`config.mk`:
```
export PLATFORM = sky130hd
export DESIGN_NAME = switch_debounce
export DESIGN_NICKNAME = d
export VERILOG_FILES = /design/src/rtl/switch_pkg.sv /design/src/rtl/switch_debounce_bit.sv /design/src/rtl/switch_debounce.sv
export SDC_FILE = /design/constraint.sdc
export NUM_CORES = 2
export LEC_CHECK = 0
export BUFFER_PORTS_ARGS = -buffer_cell sky130_fd_sc_hd__buf_2
export CAP_MARGIN = 15
export CORE_MARGIN = 2
export CORE_UTILIZATION = 50
export DETAILED_ROUTE_END_ITERATION = 8
export GPL_TIMING_DRIVEN = 0
export MAX_ROUTING_LAYER = met4
export PLACE_DENSITY = 0.77
export REMOVE_ABC_BUFFERS = 1
export SLEW_MARGIN = 10
export SYNTH_ARGS = -nofsm -noshare
export SYNTH_HDL_FRONTEND = slang
export SYNTH_HIERARCHICAL = 1
export SYNTH_SLANG_ARGS = --single-unit
```
`constraint.sdc`:
```
create_clock -name CLK_I -period 1.65 [get_ports CLK_I]
set_input_delay 0.165 -clock CLK_I [delete_from_list [all_inputs] [get_ports CLK_I]]
set_output_delay 0.165 -clock CLK_I [all_outputs]
set_load 0.05 [all_outputs]
```
`src/rtl/switch_pkg.sv`:
```
// switch_pkg
//   Shared constants for the switch_debounce peripheral.
//   DATA_W     : system bus data width.
//   ADR_*      : word register select codes for the four registers.
package switch_pkg;

  localparam int DATA_W = 32;

  localparam logic [1:0] ADR_STATE  = 2'd0;  // debounced state, read-only
  localparam logic [1:0] ADR_CHANGE = 2'd1;  // sticky change flags, write-1-to-clear
  localparam logic [1:0] ADR_MASK   = 2'd2;  // interrupt mask, read/write
  localparam logic [1:0] ADR_RAW    = 2'd3;  // synchroniser output, read-only

endpackage

```
`src/rtl/switch_debounce_bit.sv`:
```
// debounce_bit
//   One switch channel: 2-flop synchroniser, debounce counter and the
//   accepted (stable) level. accept_o is high for the single cycle in which
//   the next clock edge will flip stable_o, so the parent can set its sticky
//   change flag on that very edge.
// Ports:
//   clk_i    : clock, rising edge
//   rst_ni   : synchronous active-low reset
//   sw_i     : asynchronous switch input
//   raw_o    : synchronised input (second flop)
//   stable_o : debounced level
//   accept_o : new level accepted at the next edge
module debounce_bit #(
  parameter int CNT_W    = 20,
  parameter int DEBOUNCE = 1000000
) (
  input  logic clk_i,
  input  logic rst_ni,
  input  logic sw_i,
  output logic raw_o,
  output logic stable_o,
  output logic accept_o
);

  localparam logic [CNT_W-1:0] CNT_LAST = CNT_W'(DEBOUNCE - 1);
  localparam logic [CNT_W-1:0] CNT_ONE  = CNT_W'(1);
  localparam logic [CNT_W-1:0] CNT_ZERO = {CNT_W{1'b0}};

  logic             s1_q;
  logic             s2_q;
  logic             stable_q;
  logic             stable_d;
  logic [CNT_W-1:0] cnt_q;
  logic [CNT_W-1:0] cnt_d;
  logic             accept_s;

  // Debounce next-state: count consecutive cycles the synchronised input
  // disagrees with the stable level; any agreement restarts the window.
  always_comb begin
    cnt_d    = cnt_q;
    stable_d = stable_q;
    accept_s = 1'b0;
    if (s2_q == stable_q) begin
      cnt_d = CNT_ZERO;
    end else if (cnt_q == CNT_LAST) begin
      cnt_d    = CNT_ZERO;
      stable_d = s2_q;
      accept_s = 1'b1;
    end else begin
      cnt_d = cnt_q + CNT_ONE;
    end
  end

  // Synchroniser, counter and stable level registers.
  always_ff @(posedge clk_i) begin
    if (!rst_ni) begin
      s1_q     <= 1'b0;
      s2_q     <= 1'b0;
      stable_q <= 1'b0;
      cnt_q    <= CNT_ZERO;
    end else begin
      s1_q     <= sw_i;
      s2_q     <= s1_q;
      stable_q <= stable_d;
      cnt_q    <= cnt_d;
    end
  end

  assign raw_o    = s2_q;
  assign stable_o = stable_q;
  assign accept_o = accept_s;

endmodule

```
`src/rtl/switch_debounce.sv`:
```
// switch_debounce
//   Bus peripheral for WIDTH debounced switch inputs with sticky change
//   flags and a masked level interrupt.
// Ports:
//   CLK_I  : clock, rising edge
//   RST_I  : synchronous active-low reset
//   dipsw  : asynchronous switch inputs
//   STB_I  : bus strobe, held until ACK_O
//   WE_I   : 1 = write, 0 = read
//   ADR_I  : register select (STATE, CHANGE, MASK, RAW)
//   DAT_I  : write data
//   DAT_O  : registered read data, valid while ACK_O
//   ACK_O  : one-cycle acknowledge, every access takes two cycles
//   INT_O  : |(CHANGE & MASK)
module switch_debounce
  import switch_pkg::*;
#(
  parameter int WIDTH    = 32,
  parameter int CNT_W    = 20,
  parameter int DEBOUNCE = 1000000
) (
  input  logic              CLK_I,
  input  logic              RST_I,
  input  logic [WIDTH-1:0]  dipsw,
  input  logic              STB_I,
  input  logic              WE_I,
  input  logic [1:0]        ADR_I,
  input  logic [DATA_W-1:0] DAT_I,
  output logic [DATA_W-1:0] DAT_O,
  output logic              ACK_O,
  output logic              INT_O
);

  logic [WIDTH-1:0]  raw_s;
  logic [WIDTH-1:0]  stable_s;
  logic [WIDTH-1:0]  accept_s;

  logic [WIDTH-1:0]  change_q;
  logic [WIDTH-1:0]  change_d;
  logic [WIDTH-1:0]  mask_q;
  logic [WIDTH-1:0]  mask_d;
  logic              ack_q;
  logic              ack_d;
  logic [DATA_W-1:0] dat_q;
  logic [DATA_W-1:0] dat_d;
  logic [WIDTH-1:0]  clear_s;
  logic [DATA_W-1:0] rd_data_s;
  logic              access_s;

  // Zero-extend a channel vector onto the bus; bits >= WIDTH read 0.
  function automatic logic [DATA_W-1:0] zext(input logic [WIDTH-1:0] v);
    logic [DATA_W-1:0] r;
    r           = {DATA_W{1'b0}};
    r[WIDTH-1:0] = v;
    return r;
  endfunction

  for (genvar gi = 0; gi < WIDTH; gi++) begin : g_ch
    debounce_bit #(
      .CNT_W    (CNT_W),
      .DEBOUNCE (DEBOUNCE)
    ) u_db (
      .clk_i    (CLK_I),
      .rst_ni   (RST_I),
      .sw_i     (dipsw[gi]),
      .raw_o    (raw_s[gi]),
      .stable_o (stable_s[gi]),
      .accept_o (accept_s[gi])
    );
  end

  // An access completes on the edge where the strobe is seen with no ack
  // outstanding, which gives a 2-cycle access and alternate acks on a held strobe.
  assign access_s = STB_I & ~ack_q;

  // Read mux over the pre-edge register values.
  always_comb begin
    rd_data_s = {DATA_W{1'b0}};
    case (ADR_I)
      ADR_STATE:  rd_data_s = zext(stable_s);
      ADR_CHANGE: rd_data_s = zext(change_q);
      ADR_MASK:   rd_data_s = zext(mask_q);
      ADR_RAW:    rd_data_s = zext(raw_s);
      default:    rd_data_s = {DATA_W{1'b0}};
    endcase
  end

  // Register next-state: writes land on the acking edge; a new accepted
  // edge is OR-ed in after the clear so set wins over a same-cycle clear.
  always_comb begin
    clear_s = {WIDTH{1'b0}};
    mask_d  = mask_q;
    dat_d   = dat_q;
    ack_d   = access_s;
    if (access_s) begin
      dat_d = rd_data_s;
      if (WE_I && (ADR_I == ADR_CHANGE)) begin
        clear_s = DAT_I[WIDTH-1:0];
      end else if (WE_I && (ADR_I == ADR_MASK)) begin
        mask_d = DAT_I[WIDTH-1:0];
      end else begin
        clear_s = {WIDTH{1'b0}};
      end
    end else begin
      dat_d = dat_q;
    end
    change_d = (change_q & ~clear_s) | accept_s;
  end

  // Bus-visible state registers.
  always_ff @(posedge CLK_I) begin
    if (!RST_I) begin
      change_q <= {WIDTH{1'b0}};
      mask_q   <= {WIDTH{1'b0}};
      ack_q    <= 1'b0;
      dat_q    <= {DATA_W{1'b0}};
    end else begin
      change_q <= change_d;
      mask_q   <= mask_d;
      ack_q    <= ack_d;
      dat_q    <= dat_d;
    end
  end

  assign DAT_O = dat_q;
  assign ACK_O = ack_q;
  // Decoded only from flops, so it cannot glitch on input activity.
  assign INT_O = |(change_q & mask_q);

endmodule

```
==> impl_results.md <==
* Status: finished with violations
* Failing checks: negative setup slack
* Shortest period the worst path allows at 2.45 ns
* Dpl ws at -0.515 ns
* Cells on worst reg2reg path at 5
* Power Density at 877 nW/um^2
* Total routed wirelength at 89700 um
* CTS tree: yes
* Post-synth EDFFs at 0
* Most frequent cell after synthesis: dfxtp_1
* Die Y at 286 um
* Post-route DRC violation count at 0
* First-pass GRT wire length at 144000 um
* Final ANT Viol Nets at 0
* Clk sinks at 833
* FF+latch count, synth at around 830
* Final cycle utilization of the critical path at 1.49
* Worst Skew at 0.0235 ns
* Total power at 41300 uW
* Non-Filler Instances at 5536
* Global route overflow at 0
* Clock Tree Buf Depth at 3
* Max_slew headroom at 0.292
* Initial antenna violation count at 3
* Rows at 103
* Crit path capture: INT_O
* Peak VDD IR at 789 uV
* Via density at ~5.6
* Cell chain of the critical path: a22oi_2 -> nand4_1 -> or4_4 -> buf_6
* Multiplexer share of the synthesized area at 0.0183
* H-tree levels at 3
* Post-Synth Simple-Gate Area at 0.316
* Worst Tran Pin Value at 1.06 ns
* Worst path slowest cell: or4_4
* Die footprint at 82000 um^2
* Area Growth Syn to Fin at 18.2%
* Crit path DAT at 2.29 ns
* R2R Setup Slk at -0.04 ns
* GRT Overall Usage at 0.214
* Area leader, netlist: dfxtp_1
* Top cells by area, synth: dfxtp_1 42%, xnor2_1 9.8%, nor2_1 6.3%
* Worst setup EP type: output port
* Seq/Total Area, Yosys at 0.418
* Synthesized instance count at 4106
* Syn Area/Cell at 9.71 um^2
* Core area at 79000 um^2
* Maxcap violations at 0
* Worst-path clk slew at 0.06 ns
* Synth top area share at 0.418
* Ys async rst share at 0
* Synth Flop Type: dfxtp_1
* Final hold viol count at 0
* Synthesized-area fraction occupied by adder cells at 0.0100
* Largest family of logic cells by synthesized area: simple AND/OR/NAND/NOR gates
* Post-route cell area at 47100 um^2
* Largest net degree at the start of global routing at 127
* Skew-Pair Late Insertion Delay at 0.64 ns
* Share of layout cells above drive strength 1 at 0.203
* Root buf cell: clkbuf_16
* Routed via count at 30900
* Final setup viols at 2
* Critical path type: flip-flop to output port
* Crit Reg-Reg Endpoint: g_ch[9].u_db/cnt_q[18]
* GP Congestion at 0.822
* Setup TNS Final at -0.844 ns
* Die width at 286 um
* Final Max Tran Viols at 0
* Compound-Gate Fraction of Synth Area at 0.0939
* Fmax achieved at a little over 0.4 GHz
* DRT iter0 DRCs at 2308
* TritonCTS buffer count at 84
* Port Buffers at 103
* RSZ-0062 raised after global routing: true
* Post-Place Cells at 5163
* Boundary Pins at 104
* CP startpoint: change_q[28]
* Synth top cells by count: 833 x dfxtp_1, 669 x nor2_1, 445 x xnor2_1
* CP Launch Type: flip-flop
* Drt wl/cell at 16.2 um
* HP Class: primary input to flip-flop
* Count of cell types in the netlist at ~50
* CP max FO at 3
* Critical Path RT at 1.48 ns
* Placement Cell Area at between 40000 and 50000 um^2
* Leak at 0.0156 uW
* Synth Area in XOR/XNOR at 0.105
* Synth Cell Area at 39900 um^2
* HPWL after detailed placement at 55700 um
* Setup ws final at -0.803 ns
* Initial Util at 0.505
* Reg-to-reg critical path startpoint: g_ch[9].u_db/cnt_q[1]
* Nets at 4517
* Ys Warns at 6
* Vias in the first global route at ~29000
* Max stage delay on crit path at approximately 0.5 ns
* TritonRoute pass-1 iters at 8
## layout by cell type, fill, tap and decap left out, drive strengths merged, types with 62 or more instances in the layout
master and count:
a211oi 62, and2 126, and3 63, buf 262
clkbuf 126, dfxtp 833, dlygate4sd3 69, inv 166
nand2 225, nand3 193, nand4 163, nor2 669
nor3 157, nor4 222, o21ai 66, o221ai 93
xnor2 445
## logic make-up after synthesis
logic type / count (synthesis)
simple gates: 1990
flops: 833
xor+xnor: 478
compound gates: 471
buf+inv: 270
mux: 32
fa+ha+maj: 32
## how the worst min path moves through the flow
stage          startpoint  slack, ns  cells after the start                       to
5_1_grt             RST_I       0.11                      3        g_ch[3].u_db/s1_q
4_1_cts             RST_I       0.06                      4  g_ch[15].u_db/cnt_q[18]
6_report            RST_I       0.12                      4  g_ch[27].u_db/cnt_q[19]
3_3_place_gp     dipsw[4]       0.37                      2        g_ch[4].u_db/s1_q
3_5_place_dp    dipsw[13]       0.38                      2       g_ch[13].u_db/s1_q
2_1_floorplan       RST_I       0.28                      1              change_q[0]
## repair_timing
item,4_1_cts,5_1_grt
endpoints found under the hold margin,97,0
hold buffers,70,0
gates resized for setup,71,146
setup buffers,60,86
endpoints found under the setup margin,571,496
pin swaps,42,94
## sequential cells by signal (all words and copies together) (netlist names)
register,flops
DAT_O,32
g_ch.u_db/cnt_q,640
g_ch.u_db/stable_o,32
change_q,32
ACK_O,1
g_ch.u_db/s1_q,32
mask_q,32
g_ch.u_db/raw_o,32
## critical path, delay by kind of cell (launching register included)
kind / cells / cell delay [ns]
simple gates: 2 / 0.81
flops: 1 / 0.36
compound gates: 1 / 0.29
buf+inv: 1 / 0.18
## layout make-up
class	instances	area, um^2
diodes	3	7.51
clock buffers	126	2570
clock inverters	28	310
fillers	6145	31900
inverters	162	608
multi-input cells	3003	22600
flip-flops and latches	833	16700
well taps	1050	1310
repair buffers	331	2950
## per-layer routing
metal / track usage / vias up / share of wire / wire length [um]
met4: 0.0677 / 0 / 0.024 / 2120
met5: - / - / 0 / 0
met2: 0.340 / 757 / 0.47 / 42500
met1: 0.280 / 14800 / 0.45 / 39900
li1: - / 15200 / - / -
met3: 0.0319 / 159 / 0.057 / 5100
## per-stage QoR
| step | utilization | hold slack [ns] |
|---|---|---|
| global route | 0.597 | 0.112 |
| detailed placement | 0.520 | 0.375 |
| global placement | 0.516 | 0.370 |
| finish | 0.597 | 0.116 |
| floorplan | - | 0.283 |
| CTS | 0.579 | 0.0628 |
## report_power, final
part	leakage, uW	switching [uW]	internal, uW
logic	0.00748	733	533
registers	0.00674	93.3	20200
clock network	0.00143	8110	11600
Power figures use the tool's default switching activity.
